<file path="config.mk">
export PLATFORM = sky130hd
export DESIGN_NAME = dram_timing
export DESIGN_NICKNAME = d
export VERILOG_FILES = /design/src/rtl/dram_timing.sv
export SDC_FILE = /design/constraint.sdc
export NUM_CORES = 1
export LEC_CHECK = 0
export CORE_MARGIN = 2
export CORE_UTILIZATION = 30
export DETAILED_ROUTE_END_ITERATION = 6
export MAX_ROUTING_LAYER = met4
export SLEW_MARGIN = 30
export SYNTH_ARGS = -nofsm -noshare
export SYNTH_HDL_FRONTEND = slang
export SYNTH_SLANG_ARGS = --single-unit
export TNS_END_PERCENT = 10
</file>
<file path="constraint.sdc">
create_clock -name clk -period 1.98 [get_ports clk]
set_input_delay 0.396 -clock clk [delete_from_list [all_inputs] [get_ports clk]]
set_output_delay 0.396 -clock clk [all_outputs]
set_load 0.02 [all_outputs]
</file>
<file path="src/rtl/dram_timing.sv">
// DRAM RAS/CAS/WE and row/column mux sequencer for the VG8020 main RAM.
// Follows Z80 memory cycles; RAS-only refresh during M1 refresh.
module dram_timing #(
    parameter int unsigned T_RAH = 1,
    parameter int unsigned T_ASC = 1,
    parameter int unsigned T_RP  = 2
) (
    input  logic clk,
    input  logic rst,
    input  logic mreq_n,
    input  logic rd_n,
    input  logic wr_n,
    input  logic rfsh_n,
    output logic ras_n,
    output logic cas_n,
    output logic we_n,
    output logic mux,
    output logic wait_n
);

    typedef enum logic [2:0] {
        S_IDLE,
        S_ROW,
        S_COL,
        S_ACCESS,
        S_REFRESH,
        S_PRECHARGE
    } state_e;

    localparam logic [3:0] RAH_LD = 4'(T_RAH - 1);
    localparam logic [3:0] ASC_LD = 4'(T_ASC - 1);
    localparam logic [3:0] RP_LD  = 4'(T_RP - 1);

    state_e     state_q, state_d;
    logic [3:0] cnt_q, cnt_d;
    logic       ras_n_q, ras_n_d;
    logic       cas_n_q, cas_n_d;
    logic       we_n_q, we_n_d;
    logic       mux_q, mux_d;
    logic       wait_n_q, wait_n_d;
    logic       cnt_zero;

    assign cnt_zero = (cnt_q == 4'd0);

    always_comb begin
        state_d = state_q;
        cnt_d   = cnt_zero ? 4'd0 : cnt_q - 4'd1;
        unique case (state_q)
            S_IDLE: begin
                if (!mreq_n) begin
                    if (rfsh_n) begin
                        state_d = S_ROW;
                        cnt_d   = RAH_LD;
                    end else begin
                        state_d = S_REFRESH;
                        cnt_d   = 4'd0;
                    end
                end
            end
            S_ROW: begin
                if (mreq_n) begin
                    state_d = S_PRECHARGE;
                    cnt_d   = RP_LD;
                end else if (cnt_zero) begin
                    state_d = S_COL;
                    cnt_d   = ASC_LD;
                end
            end
            S_COL: begin
                if (mreq_n) begin
                    state_d = S_PRECHARGE;
                    cnt_d   = RP_LD;
                end else if (cnt_zero && (!rd_n || !wr_n)) begin
                    state_d = S_ACCESS;
                    cnt_d   = 4'd0;
                end
            end
            S_ACCESS, S_REFRESH: begin
                if (mreq_n) begin
                    state_d = S_PRECHARGE;
                    cnt_d   = RP_LD;
                end
            end
            S_PRECHARGE: begin
                if (cnt_zero) begin
                    state_d = S_IDLE;
                end
            end
            default: begin
                state_d = S_IDLE;
                cnt_d   = 4'd0;
            end
        endcase
    end

    // Strobes are registered images of the state being entered.
    always_comb begin
        ras_n_d  = !(state_d == S_ROW || state_d == S_COL
                  || state_d == S_ACCESS || state_d == S_REFRESH);
        cas_n_d  = (state_d != S_ACCESS);
        mux_d    = (state_d == S_COL || state_d == S_ACCESS);
        we_n_d   = 1'b1;
        if (state_d == S_ACCESS) begin
            we_n_d = (state_q == S_ACCESS) ? we_n_q : wr_n;
        end
        wait_n_d = !(state_d == S_PRECHARGE && !mreq_n);
    end

    always_ff @(posedge clk) begin
        if (rst) begin
            state_q  <= S_IDLE;
            cnt_q    <= 4'd0;
            ras_n_q  <= 1'b1;
            cas_n_q  <= 1'b1;
            we_n_q   <= 1'b1;
            mux_q    <= 1'b0;
            wait_n_q <= 1'b1;
        end else begin
            state_q  <= state_d;
            cnt_q    <= cnt_d;
            ras_n_q  <= ras_n_d;
            cas_n_q  <= cas_n_d;
            we_n_q   <= we_n_d;
            mux_q    <= mux_d;
            wait_n_q <= wait_n_d;
        end
    end

    assign ras_n  = ras_n_q;
    assign cas_n  = cas_n_q;
    assign we_n   = we_n_q;
    assign mux    = mux_q;
    assign wait_n = wait_n_q;

endmodule

</file>
# Yosys cells after proc, flatten, opt, wreduce, memory -nomap -nowiden
# Cells that the tools add are included.
# classes
addsub	1
eq_ne	11
n_mux	17
bitwise	1
n_reduce_logical	16
# op_table
operator	n
$mux 4	7
$mux 3	8
$pmux 4 s5	1
$pmux 3 s5	1
$eq 3x2->1 const B	4
$eq 3x3->1 const B	4
$eq 3x1->1 const B	2
$logic_not 1->1	5
$logic_or 1x1->1	5
$logic_not 4->1	1
$reduce_or 2->1	2
$sub 4x1->4 const B	1
$logic_not 3->1	1
$ne 3x2->1 const B	1
$logic_and 1x1->1	2
$not 1->1	1
# totals
register_bits	12
in_bits	6
word_cells	53

# Logic depth before layout (Yosys ltp)
# Gate-level depths: netlist of the first run.
# depth
word_depth	11
ltp_mapped	6
depth_no_buf	5

# Worst setup path before layout of the first run
# Ideal clock, no wire load.
# synth_timing
path_kind	register -> register
startpoint	register cnt_q[0]
endpoint	register ras_n_q, in the netlist ras_n
t_arrival_ps	1401
t_required_ps	1859
path_slack_ps	457
path_stages_with_launch	6
n_path_buf	0
synth_period_minus_slack_ps	1523
cell_sequence	dfxtp_1 or4_4 a22oi_2 o32a_2 nor2b_1 mux2i_1
# synth_via
elab_chain_cells	10
elab_cells_between_ends	16
# synth_lines
item	line	source
from (decl)	35	logic [3:0] cnt_q, cnt_d;
from (signal assigned)	120	cnt_q <= cnt_d;
$logic_not 4->1 *	43	assign cnt_zero = (cnt_q == 4'd0);
$logic_and 1x1->1	73	end else if (cnt_zero && (!rd_n || !wr_n)) begin
$mux 3	73	
$mux 3	70	if (mreq_n) begin
$pmux 3 s5 *	48	unique case (state_q)
$eq 3x1->1 / $eq 3x2->1 (equally long branches)	98	ras_n_d = !(state_d == S_ROW || state_d == S_COL
$logic_or 1x1->1	98	
$logic_or 1x1->1	99	|| state_d == S_ACCESS || state_d == S_REFRESH);
$logic_or 1x1->1 *	99	
$logic_not 1->1 *	98	
to (signal assigned)	121	ras_n_q <= ras_n_d;
to (decl)	36	logic ras_n_q, ras_n_d;
# Mark *: on every way between the ends. The rest lies on a longest branch, timed or not.
# A chain may end at the register's enable or synchronous reset.

# Worst setup path in the final report of the first run
# Ends and elaborated chain as after synthesis.

==> results.md, run 1 <==
- In the final design database the tool counted 88 nets.
- The number of rows created at floorplan is 16.
- After technology mapping, the gate count stands at 67.
- Summing all non-filler instances in the final layout gives an area of 784.5 um2.
- The wire-length estimate of the detail-placed layout is 907.5 um.
- For the pin with the worst max-slew slack, the measured transition is 0.3796 ns.
- The final antenna-violating net count is 0.
- The worst path needs 1.622 ns of the cycle, external delays included.
- Data arrives at the worst endpoint at 1.79 ns.
- The wire length of the first global-routing pass is 2194 um.
- The number of pins with negative max-slew slack in the final report was 0.
- Post-CTS repair changed the size of 0 cells.
- For this run, the number of standard cells in the final layout without fillers is 108.
- The commonest cells after synthesis are sky130_fd_sc_hd__dfxtp_1 (12), sky130_fd_sc_hd__nand2_1 (5), sky130_fd_sc_hd__nor2_1 (5).
- The die is 48.84 um wide.
- Setup violations remaining at the end of the flow were counted as 0.
- The overall die height is 48.84 um.
- The final critical path takes up 81.91% of the cycle.
- Input and output buffers added on the ports amount to 10.
- From synthesis to final layout, the design area changed by 30.08%.
- For this run, the total global-route usage over all layers was measured as 12.44%.
- Global routing finished with a remaining overflow of 0.
- In this run, placement finished with an instance count of 104.
- The most common cell in the synthesized netlist is sky130_fd_sc_hd__dfxtp_1.
- The via count is 557.
- The pin count of the biggest net entering global routing is 13.
- Derived from the worst setup path, the maximum achievable clock frequency is 616.6 MHz.
- After detailed routing, the number of vias per cell comes to 5.157.
- The launching element type of the critical path is a flop.
- After clock tree synthesis, the clock-pin slew on the worst setup and hold paths is 0.08 ns.
- The final hold slack is 0.5002 ns.
- For this run, design rule violations remaining after detail routing come to 0.
- The starting utilization of the core area is 31.38%.
- Timing analysis after detailed placement gives a worst setup slack of 0.07655 ns.
- The class of the most critical hold timing path is reg2reg.
- The clock passes through at most 2 buffers.
- The distinct cell type count of the synthesized netlist is 31.
- The final number of hold-violating endpoints is 0.
- For the final routed database, the setup TNS stands at 0 ns.
- At the worst endpoint, the required time is 2.15 ns.
- The I/O pin total is 11.
- The flow ran to the end, and the final reports show no timing, DRC or antenna violations.
- The initial antenna violation count was 0.
- In this run the cell area measured after placement is 748.2 um2.
- The final setup skew is 0.001851 ns.
- The number of optimization iterations in the first detailed-route pass is 4.
- The latest clock arrival within the worst-skew pair is 0.27 ns.
- Summed over all instances, the cell type with the most area after synthesis is sky130_fd_sc_hd__dfxtp_1.
- The headroom to the max-slew limit is 74.46%.
- The number of buffers added by the clock tree synthesis step is 3.
- The TritonCTS clock tree is done.
- After clock tree synthesis, the setup repair step added 0 buffers.
- The top cell type by area accounts for 39.83% of the synthesized area.
- The overall power after layout is 0.9261 mW.
- The initial detailed-routing violation count is 7.
- The synthesis warning total is 0.
- For this run, asynchronously set or reset flops after synthesis account for 0%.
- At the end of routability-driven placement, the weighted congestion stood at 0.7939.
- The type of destination of the critical path is a flop.
- In the post-synthesis netlist, the biggest area contributors are sky130_fd_sc_hd__dfxtp_1 (40%), sky130_fd_sc_hd__o21bai_1 (3.7%), sky130_fd_sc_hd__mux2i_1 (3.3%).
- In this run the power density over the cells is 1181 mW/mm2.
- The die covers 0.002385 mm2.
- The core utilization of the finished layout is 40.82%.
- For this design, the CTS-stage hold fixing added 0 buffers.
- After detailed routing, the average wire length per cell comes to 11.97 um.
- In this run, synthesis inferred 0 flip-flops with an integrated enable.
- The share of synthesized area occupied by flip-flops and latches is 39.83%.
- Max-cap violations in this run came to 0.
- Synthesis produced a netlist with a net count of 73.
- The static power due to leakage is 0.3140 nW.
- The post-route worst setup slack is 0.3582 ns.
- In this run the number of H-tree levels came out at 1.
- The count of antenna diodes in the layout is 0.
- The floorplan step defined a core boundary enclosing 0.001922 mm2.
- In this run the worst path has a maximum fanout of 6.
- Setup repair after global routing left no endpoint under its margin.
- In the final layout, the share of cells above drive strength 1 is 19.75%.
- The number of flip-flops and latches in the synthesized netlist is 12.
- The clock sink total is 12.
- The overall routed net length is 1293 um.
- The start-to-end type of the worst setup path is reg2reg.
- Clock tree synthesis selected as its root buffer the cell sky130_fd_sc_hd__clkbuf_4.
- The most used flip-flop cell after synthesis is sky130_fd_sc_hd__dfxtp_1.
- The post-synthesis instance area is 603.1 um2.
- The via count of the first global-routing pass is 511.
- A synthesized cell averages 9.001 um2.
- The worst supply voltage drop on vdd is 0.5839 mV.
==> cell usage in the layout, fill, tap and decap left out, drive strengths merged, types with 2 or more instances in the layout <==
cell type      synthesis  routed
dfxtp                 12      12
clkdlybuf4s50          0      10
nor2                   7       7
nand2                  5       5
buf                    3       4
nor4                   4       4
clkbuf                 1       4
a21oi                  3       3
o21bai                 3       3
nand3                  3       3
nor2b                  2       2
and3b                  2       2
or3                    2       2
inv                    2       2
nor3                   2       2
nand3b                 2       2
mux2i                  2       2
o211ai                 2       2
==> path summary, 6_finish.rpt <==
kind | startpoint | endpoint | slack, ns | cells past startpoint
hold reg to reg | cnt_q[3]$_SDFF_PP0_ | cnt_q[3]$_SDFF_PP0_ | 0.50 | 1
hold / removal | cnt_q[3]$_SDFF_PP0_ | cnt_q[3]$_SDFF_PP0_ | 0.50 | 1
setup / recovery | cnt_q[0]$_SDFF_PP0_ | ras_n$_SDFF_PP1_ | 0.36 | 5
setup reg to reg | cnt_q[0]$_SDFF_PP0_ | ras_n$_SDFF_PP1_ | 0.36 | 5
==> routing by layer <==
layer / GRT usage, % / routed length, um / up-vias
li1: - / - / 276
met1: 14.59 / 598 / 251
met2: 18.95 / 577 / 24
met3: 4.601 / 98 / 6
met4: 5.714 / 19 / 0
met5: - / 0 / -
==> power by group <==
| part | switching, mW | internal (mW) |
|---|---|---|
| combinational | 0.196 | 0.196 |
| clock | 0.0844 | 0.112 |
| sequential | 0.0522 | 0.286 |
| total | 0.332 | 0.594 |
==> critical path, cell delays in order (launching register included) <==
cell	delay (ns)
sky130_fd_sc_hd__dfxtp_1	0.36
sky130_fd_sc_hd__or4_4	0.58
sky130_fd_sc_hd__a22oi_2	0.20
sky130_fd_sc_hd__o32a_2	0.18
sky130_fd_sc_hd__nor2b_1	0.12
sky130_fd_sc_hd__mux2i_1	0.07
==> cells by family after synthesis <==
logic type      after synthesis  share of synthesized area, %
simple gates                 33                         33.82
compound gates               13                         17.22
xor+xnor                      1                         1.453
flops                        12                         39.83
buf+inv                       6                         4.356
mux                           2                         3.320
==> flip-flops by register name (all words and copies together), names as in the netlist <==
signal / flops
ras_n: 1
state_q: 3
cas_n: 1
we_n: 1
cnt_q: 4
mux: 1
wait_n: 1
==> layout make-up <==
class | count | area, um2
Fill cell | 207 | 1137
Multi-Input combinational cell | 49 | 336.6
Sequential cell | 12 | 240.2
Timing Repair Buffer | 14 | 130.1
Clock buffer | 4 | 36.28
Tap cell | 27 | 33.78
Inverter | 2 | 7.507
(Power assumes the default switching activity.)
==> run 2: changes to the inputs <==
==> constraint.sdc (replaced) <==
create_clock -name clk -period 1.37 [get_ports clk]
set_input_delay 0.274 -clock clk [delete_from_list [all_inputs] [get_ports clk]]
set_output_delay 0.274 -clock clk [all_outputs]
set_load 0.02 [all_outputs]
==> run 2 against run 1 <==
Net effect:
- the run now ends with setup timing left
- worst hold slack got worse by 0.0092 ns
- sequential power is 37% higher
- fmax up 5.9%
- power grew 54%
- critical path depth unchanged
- first-iteration DRC count is 29% higher
- wire length rose by 1.8%
- register-to-register slack got worse by 0.52 ns
- combinational power rose by 72%
- final area up 9.7%
==> results.md, run 2 (synthesized netlist as in run 1, its figures left out) <==
- The first detailed-routing pass ran for 4 iterations.
- Power spread over the standard cell area amounts to 1653 mW/mm2.
- The sum of overflow across all layers after global routing is 0.
- The initial antenna violation count is 0.
- 0 antenna diodes ended up in the layout.
- The worst supply voltage drop on vdd is 0.8970 mV.
- The run finished, with violations left.
- Global routing used 12.70% of the available tracks across all layers.
- The largest single stage delay on the critical path is 0.55 ns.
- After detailed routing, the number of remaining DRC violations is 0.
- The first global-routing pass estimated 2304 um of wire.
- After detailed routing, the number of vias per cell comes to 4.769.
- The largest driver fanout on the critical path is 3.
- STA classifies the critical path startpoint as a flop.
- The worst reg-to-reg setup slack is -0.16 ns.
- The routed wirelength normalized by instance count is 11.25 um.
- Clock-pin slew was measured on the worst setup and hold paths at 0.08 ns.
- Once the clock tree was built, the setup fixing pass inserted 0 buffers.
- For the worst-skew pair, the clock arrives at the later sink with an insertion delay of 0.28 ns.
- Setup repair after global routing could not meet its margin everywhere.
- The final antenna-violating net count is 0.
- The worst pin sits at a relative slew slack of 79.69%.
- For the pin with the worst max-slew slack, the measured transition is 0.3021 ns.
- The via count is 558.
- The initial detailed-routing violation count is 9.
- The starting utilization of the core area is 31.38%.
- The final setup skew is 0.008473 ns.
- The highest-delay cell along the critical path is sky130_fd_sc_hd__or4_4.
- The number of clock buffers added by TritonCTS is 3.
- Wires add up to 1316 um.
- The gate family responsible for the most delay along the worst path is simple AND/OR/NAND/NOR gates.
- The I/O pin total is 11.
- The static power due to leakage is 0.3618 nW.
- In the finished design, the share of the clock period the worst path needs comes to 111.8%.
- The number of nets in the layout is 97.
- The via count of the first global-routing pass is 531.
- The number of rows created at floorplan is 16.
- The die covers 0.002385 mm2.
- The core region is 0.001922 mm2.
- The number of cells on the worst hold path is 2.
- The share of layout cells above drive strength 1 is 32.22%.
- The class of the most critical hold timing path is reg2reg.
- No sink is reached through more buffers than the 2 on the longest clock path.
- The worst path buffer plus inverter count is 0.
- Setup violations remaining at the end of the flow were counted as 6.
- The worst endpoint data arrival time is 1.69 ns.
- Traced cell by cell, the critical path runs through or4_4, a22oi_2, o32a_2, nor2b_1, mux2i_1.
- In the layout the commonest cells are sky130_fd_sc_hd__buf_4 (12), sky130_fd_sc_hd__dfxtp_1 (10), sky130_fd_sc_hd__dlygate4sd2_1 (6), sky130_fd_sc_hd__nor2_1 (5), sky130_fd_sc_hd__nand2_1 (5).
- The worst min-delay path endpoint is we_n$_SDFFE_PP1P_.
- The register with the most flip-flops in the layout has 4 of them.
- The register with the most flip-flops is cnt_q.
- The launching point of the worst reg2reg path is cnt_q[3]$_SDFF_PP0_.
- The number of cell instances on the worst register-to-register path is 5.
- Once layout is complete, the utilization of the core stands at 44.79%.
- In the final layout, the registers with the most flip-flops are cnt_q x4, state_q x3.
- Once routing completed, OpenROAD measured the worst setup slack at -0.1615 ns.
- The checks that failed: setup timing.
- Across the run, the number of max-cap violations was 0.
- The type of destination of the critical path is a flop.
- The final HPWL from detailed placement is 1017 um.
- Buffers placed on the I/O ports in this run total 10.
- The H-tree level count is 1.
- The master cell of the clock root buffer is sky130_fd_sc_hd__clkbuf_4.
- Entering global routing, the biggest net connects 13 pins.
- The TritonCTS clock tree is done.
- The required time at the worst-slack endpoint is 1.53 ns.
- The library cell used most frequently in the layout, excluding fill and tap cells, is sky130_fd_sc_hd__buf_4.
- Routability-driven placement finished with a final weighted congestion of 0.7631.
- The final number of hold-violating endpoints is 0.
- The maximum achievable frequency is 652.9 MHz.
- The smallest clock period supported by the final layout is computed as 1.532 ns.
- The overall die height is 48.84 um.
- The setup path with the least slack is of type reg2reg.
- The area growth from synthesis to layout is 42.74%.
- The worst register-to-register path ends at ras_n$_SDFF_PP1_.
- The worst hold path begins at we_n$_SDFFE_PP1P_.
- After routing, the total negative slack on setup checks comes to -0.4879 ns.
- The chip width is 48.84 um.
- CTS saw 12 sinks.
- The number of pins with negative max-slew slack in the final report is 0.
run 2: metal layers:
layer / track usage [%] / vias up / wire, um
met5: - / - / 0
met3: 2.761 / 2 / 45
met1: 17.05 / 244 / 692
li1: - / 296 / -
met2: 18.26 / 16 / 572
met4: 5.714 / 0 / 5
run 2: stage by stage:
step | cells | power (mW) | cell area (um2) | hold slack [ns] | worst slack (ns)
after global routing | 117 | 1.520 | 860.8 | 0.5121 | -0.2279
final | 117 | 1.423 | 860.8 | 0.4910 | -0.1615
after detailed placement | 113 | 1.153 | 815.8 | 0.4775 | -0.3776
after floorplan | 67 | 0.8660 | 603.1 | 0.3511 | -0.1043
after global placement | 113 | 1.149 | 815.8 | 0.4772 | -0.3569
after CTS | 117 | 1.428 | 849.6 | 0.4989 | -0.1769
run 2: cell type report:
class                      instances  area [um2]
sequential                        12       242.7
clock buffer                       4       36.28
inverter                           2       7.507
multi-input combinational         49       346.6
tap                               27       33.78
timing repair buffer              23       193.9
fill                             200        1061
run 2: power breakdown:
| part | internal, mW | leakage (nW) | total [mW] | switching, mW |
|---|---|---|---|---|
| Sequential | 0.416 | 0.0987 | 0.464 | 0.0483 |
| Clock | 0.162 | 0.0210 | 0.285 | 0.123 |
| Combinational | 0.346 | 0.242 | 0.675 | 0.328 |
run 2: worst max path at each step:
stage | end | slack, ns | from | cells past startpoint
5_1_grt | ras_n$_SDFF_PP1_ | -0.23 | cnt_q[3]$_SDFF_PP0_ | 5
6_report | ras_n$_SDFF_PP1_ | -0.16 | cnt_q[3]$_SDFF_PP0_ | 5
3_3_place_gp | ras_n$_SDFF_PP1_ | -0.36 | mreq_n | 6
4_1_cts | ras_n$_SDFF_PP1_ | -0.18 | cnt_q[3]$_SDFF_PP0_ | 5
2_1_floorplan | ras_n$_SDFF_PP1_ | -0.10 | cnt_q[1]$_SDFF_PP0_ | 5
3_5_place_dp | cnt_q[2]$_SDFF_PP0_ | -0.38 | mreq_n | 7
run 2: what timing repair did:
| action | in CTS | in global routing |
|---|---|---|
| gates resized for setup | 8 | 3 |
| endpoints found under the setup margin | 14 | 10 |
| hold buffers | 0 | 0 |
| pin swaps | 0 | 1 |
run 2: tightest hold or removal path, stage by stage (launching register included):
cell                      delay, ns
sky130_fd_sc_hd__dfxtp_1       0.33
sky130_fd_sc_hd__mux2i_1       0.06
sky130_fd_sc_hd__nand3_1       0.07
==> RTL edit 1 (config.mk and constraints of run 2) <==
Encoding of `state_e`: now one-hot (6 bits for 6 states).
--- a/src/rtl/dram_timing.sv
+++ b/src/rtl/dram_timing.sv
@@ -19,11 +19,11 @@
 );
 
-    typedef enum logic [2:0] {
-        S_IDLE,
-        S_ROW,
-        S_COL,
-        S_ACCESS,
-        S_REFRESH,
-        S_PRECHARGE
+    typedef enum logic [5:0] {
+        S_IDLE      = 6'b000001,
+        S_ROW       = 6'b000010,
+        S_COL       = 6'b000100,
+        S_ACCESS    = 6'b001000,
+        S_REFRESH   = 6'b010000,
+        S_PRECHARGE = 6'b100000
     } state_e;
 
Check against the original RTL: no difference found for any inputs over 10 cycles, from zero or initial values and one cycle with rst high; not proved beyond that.
==> RTL edit 1 against run 2 <==
The flow still finishes with violations (setup timing); global-route usage increased by 3.3 points; synthesized area increased by 29%; clock skew increased by 0.0042 ns; via count increased by 42%; first-iteration DRC count increased by 11%; final area increased by 36%; total power decreased by 34%; routed wire length increased by 52%; sequential cell count increased by 3; maximum frequency decreased by 7.8%; final cell count increased by 32%; critical path depth decreased by 1; setup slack got worse by 0.13 ns; critical endpoint is now state_q[1]$_SDFF_PP0_; largest power group is now sequential cells; highest routed layer unchanged.
==> RTL edit 1: results (changes against run 2) <==
.. list-table::
   :header-rows: 1

   * - Metric
     - Value
   * - Sum of internal, switching and leakage power
     - 937.8 uW (-34%)
   * - Met3 Usage GRT
     - 4.839% (+2.1 points)
   * - Post-route worst hold slack
     - 0.4840 ns (-0.007028 ns)
   * - Worst vdd ir
     - 0.7294 mV (-19%)
   * - Endpoint arrival time on the critical path
     - 1.90 ns (+0.21 ns)
   * - Count of routing violations after the opening detailed-route iteration
     - 10 (+1)
   * - Via count of the first global-routing pass
     - 740 (+39%)
   * - Number of non-filler instances in the completed layout
     - 154 (+32%)
   * - Measured slew at the worst slew-check pin
     - 0.4735 ns (+0.1714 ns)
   * - Setup violators final
     - 13 (+7)
   * - Slowest cell delay on critical path
     - 0.53 ns (-0.02 ns)
   * - DP Area
     - 1072 um2 (+31%)
   * - Detailed-route wire length
     - 2001 um (+52%)
   * - Total global-route track usage
     - 16.02% (+3.3 points)
   * - Top cells by area, synth
     - sky130_fd_sc_hd__dfxtp_1, sky130_fd_sc_hd__a21oi_1, sky130_fd_sc_hd__nor2_1, sky130_fd_sc_hd__nor4_1, sky130_fd_sc_hd__o21ai_0
   * - Int Pwr
     - 674.4 uW (-27%)
   * - Met1 routed wirelength after detailed routing
     - 872 um (+26%)
   * - Final-stage net count
     - 131 (+35%)
   * - Worst-path fanout max
     - 2 (-1)
   * - Fraction of layout cells with a size suffix above 1
     - 40.32% (+8.1 points)
   * - Worst Skew
     - 0.01264 ns (+0.004168 ns)
   * - Pin count of the biggest net entering global routing
     - 9 (-4)
   * - Worst Slack Setup Final
     - -0.2911 ns (-0.1296 ns)
   * - Half-perimeter wire length of the detailed placement result
     - 1495 um (+47%)
   * - Synth top cells by count
     - sky130_fd_sc_hd__dfxtp_1, sky130_fd_sc_hd__nor2_1, sky130_fd_sc_hd__a21oi_1
   * - Top Registers
     - state_q: 6 flops, cnt_q: 4 flops
   * - Mux cell area share after synthesis
     - 1.288% (-2.0 points)
   * - Outcome
     - finished, violations left
   * - Global routing met1 resource utilization
     - 18.78% (+1.7 points)
   * - Worst r2r path cells
     - 4 (-1)
   * - End of the critical path
     - state_q[1]$_SDFF_PP0_
   * - Post-synthesis compound-gate area fraction
     - 20.93% (+3.7 points)
   * - Violations in the final reports
     - setup timing
   * - Net count after synthesis
     - 95 (+30%)
   * - Synthesized netlist cell count
     - 89 (+33%)
   * - Sequential area share after synthesis
     - 38.65% (-1.2 points)
   * - Combinational fraction of design power
     - 23.7% (-24 points)
   * - Flop pwr share
     - 49.0% (+16 points)
   * - Xor/xnor cell area share of the yosys netlist
     - 1.127% (-0.33 points)
   * - Routed length on met2
     - 1031 um (+80%)
   * - Worst setup path startpoint
     - state_q[5]$_SDFF_PP0_
-- RTL edit 1: layout make-up --
cell class / instances / area [um2] / share of cell area [%]
well taps: 30 / 37.54 / 3.212
inverters: 3 / 11.26 / 0.9636
flip-flops and latches: 15 / 304.0 / 26.02
multi-input cells: 67 / 496.7 / 42.51
clock buffers: 4 / 26.28 / 2.248
repair buffers: 35 / 292.8 / 25.05
-- RTL edit 1: timing repair --
item | 4_1_cts | 5_1_grt
setup endpoints to repair | 19 | 14
gates resized for setup | 21 | 3
pin swaps | 8 | 5
-- RTL edit 1: worst max-delay path: cells and delay by family, from the launching register on --
family	cells	cell delay, ns
compound gates	2	0.45
simple gates	2	0.87
flops	1	0.32
-- RTL edit 1: cell families after synthesis --
| logic type | count (synthesis) |
|---|---|
| and+or+nand+nor | 42 |
| AOI/OAI and AO/OA | 23 |
| DFF | 15 |
| xor gates and xnor gates | 1 |
| buffers and inverters | 7 |
| muxes | 1 |
==> RTL edit 2 (config.mk and constraints of run 2) <==
Made on the original files. Reset style: asynchronous (`rst`), changed in one clocked block.
--- a/src/rtl/dram_timing.sv
+++ b/src/rtl/dram_timing.sv
@@ -107,5 +107,5 @@
     end
 
-    always_ff @(posedge clk) begin
+    always_ff @(posedge clk or posedge rst) begin
         if (rst) begin
             state_q  <= S_IDLE;
Behaviour: differs if rst is asserted again (counterexample within 4 cycles, from zero or initial values and one cycle with rst high); with rst held inactive, the same outputs for 10 cycles.
==> RTL edit 2 against run 2 <==
The flow still finishes with violations (setup timing); non-clock buffer count grew 6; synthesized area grew 9.8%; total power grew 41%; die area grew 8.9%; maximum frequency grew 0.96%; sequential power grew 23%; routed wire length grew 16%; setup slack gained 0.015 ns; final area grew 12%; sequential cell count is the same.
==> RTL edit 2: results (changes against run 2) <==
.. list-table::
   :header-rows: 1

   * - Metric
     - Value
   * - Met1 routed wirelength after detailed routing
     - 640 um (-7.5%)
   * - Total global-route track usage
     - 13.00% (+0.30 points)
   * - Number of filler instances in the final layout
     - 208 (+4.0%)
   * - Worst r2r path cells
     - 6 (+1)
   * - Worst vdd ir
     - 0.7381 mV (-18%)
   * - Leakage Power
     - 0.4312 nW (+19%)
   * - Slowest stage cell on the critical path
     - sky130_fd_sc_hd__dfrtp_1
   * - Wire per inst
     - 12.53 um (+11%)
   * - Post-route standard cell area excluding fillers
     - 968.4 um2 (+12%)
   * - Post-route setup TNS
     - -0.5779 ns (-0.09001 ns)
   * - Mean instance size in the synthesized netlist
     - 10.18 um2 (+13%)
   * - Worst Skew
     - 0.01131 ns (+0.002838 ns)
   * - Fraction of power spent switching nets
     - 40.20% (+5.1 points)
   * - Netlist cell types
     - 30 (-3.2%)
   * - Setup violators final
     - 7 (+1)
   * - Slowest cell delay on critical path
     - 0.40 ns (-0.15 ns)
   * - Worst Slack Setup Final
     - -0.1469 ns (+0.01459 ns)
   * - Fraction of layout cells with a size suffix above 1
     - 42.55% (+10 points)
   * - Count of placed standard cells including taps
     - 117 (+3.5%)
   * - Endpoint arrival time on the critical path
     - 1.71 ns (+0.02 ns)
   * - Met3 Usage GRT
     - 1.754% (-1.0 points)
   * - Outcome
     - finished, violations left
   * - Post-route worst hold slack
     - 0.2946 ns (-0.1965 ns)
   * - End of the critical path
     - ras_n$_DFF_PP1_
   * - Global routing met1 resource utilization
     - 14.73% (-2.3 points)
   * - Vias
     - 615 (+10%)
   * - Synth top cells by count
     - sky130_fd_sc_hd__dfrtp_1, sky130_fd_sc_hd__nor2_1, sky130_fd_sc_hd__a21oi_1
   * - Cts bufs inserted
     - 3 (unchanged)
   * - Met2 track demand over resource
     - 22.29% (+4.0 points)
   * - Amount of wire on met3 after detailed routing
     - 38 um (-16%)
   * - Commonest register cell after synthesis
     - sky130_fd_sc_hd__dfrtp_1
   * - Worst-path fanout max
     - 5 (+2)
   * - Count of routing violations after the opening detailed-route iteration
     - 11 (+2)
   * - Net count after synthesis
     - 71 (-2.7%)
   * - Measured slew at the worst slew-check pin
     - 0.4318 ns (+0.1296 ns)
   * - Detail-routed via count per cell
     - 5.041 (+5.7%)
   * - Xor/xnor cell area share of the yosys netlist
     - 1.323% (-0.13 points)
   * - Mux cell area share after synthesis
     - 1.512% (-1.8 points)
   * - Half-perimeter wire length of the detailed placement result
     - 1178 um (+16%)
   * - Routed length on met2
     - 815 um (+42%)
   * - Final-stage net count
     - 101 (+4.1%)
   * - Routability congestion estimate
     - 0.7508 (-1.6%)
   * - DP Area
     - 912.1 um2 (+12%)
   * - Sequential area share after synthesis
     - 46.12% (+6.3 points)
   * - Worst setup path startpoint
     - cnt_q[3]$_DFF_PP0_
   * - Async SR Flop Fraction
     - 100.0% (+100 points)
   * - Violations in the final reports
     - setup timing
[RTL edit 2: changes by cell type in the layout (fill, tap and decap cells not counted), moves of 3 or more]
cell / run 2 / this run
sky130_fd_sc_hd__dfxtp_1: 10 / 0
sky130_fd_sc_hd__dfrtp_1: 0 / 8
sky130_fd_sc_hd__buf_4: 12 / 19
sky130_fd_sc_hd__a21oi_1: 2 / 6
sky130_fd_sc_hd__dfstp_2: 0 / 4
sky130_fd_sc_hd__dlygate4sd2_1: 6 / 3
sky130_fd_sc_hd__o21bai_1: 3 / 0
[RTL edit 2: power groups by stage]
stage                     combinational [mW]  sequential [mW]  clock (mW)
after floorplan                        0.638            0.613           0
after global placement                  1.08            0.573           0
after global routing                    1.29            0.584       0.250
after detailed placement                1.10            0.570           0
after CTS                               1.18            0.575       0.232
final                                   1.20            0.572       0.227
[RTL edit 2: timing repair]
action | 4_1_cts | 5_1_grt
resized for setup | 16 | 5
hold buffers | 0 | 0
setup buffers | 0 | 1
cloned | 0 | 0
pin swaps | 5 | 1
setup endpoints to repair | 11 | 14
[RTL edit 2: cell type report]
cell class / count / area share [%]
repair buffers: 29 / 23.13
multi-input cells: 45 / 37.47
clock buffers: 4 / 2.713
well taps: 28 / 3.618
inverters: 4 / 1.550
flip-flops and latches: 12 / 31.52
[RTL edit 2: cell families after synthesis]
family | count (synthesis)
buf+inv | 8
xor+xnor | 1
compound gates | 20
flops | 12
simple gates | 23
mux | 1
[RTL edit 2: critical path, delay by kind of cell (launching register included)]
kind	cells	cell delay, ns
AO/OA/AOI/OAI	2	0.50
flip-flops	1	0.40
AND/OR/NAND/NOR	1	0.06
buffers and inverters	2	0.30
XOR/XNOR	1	0.17
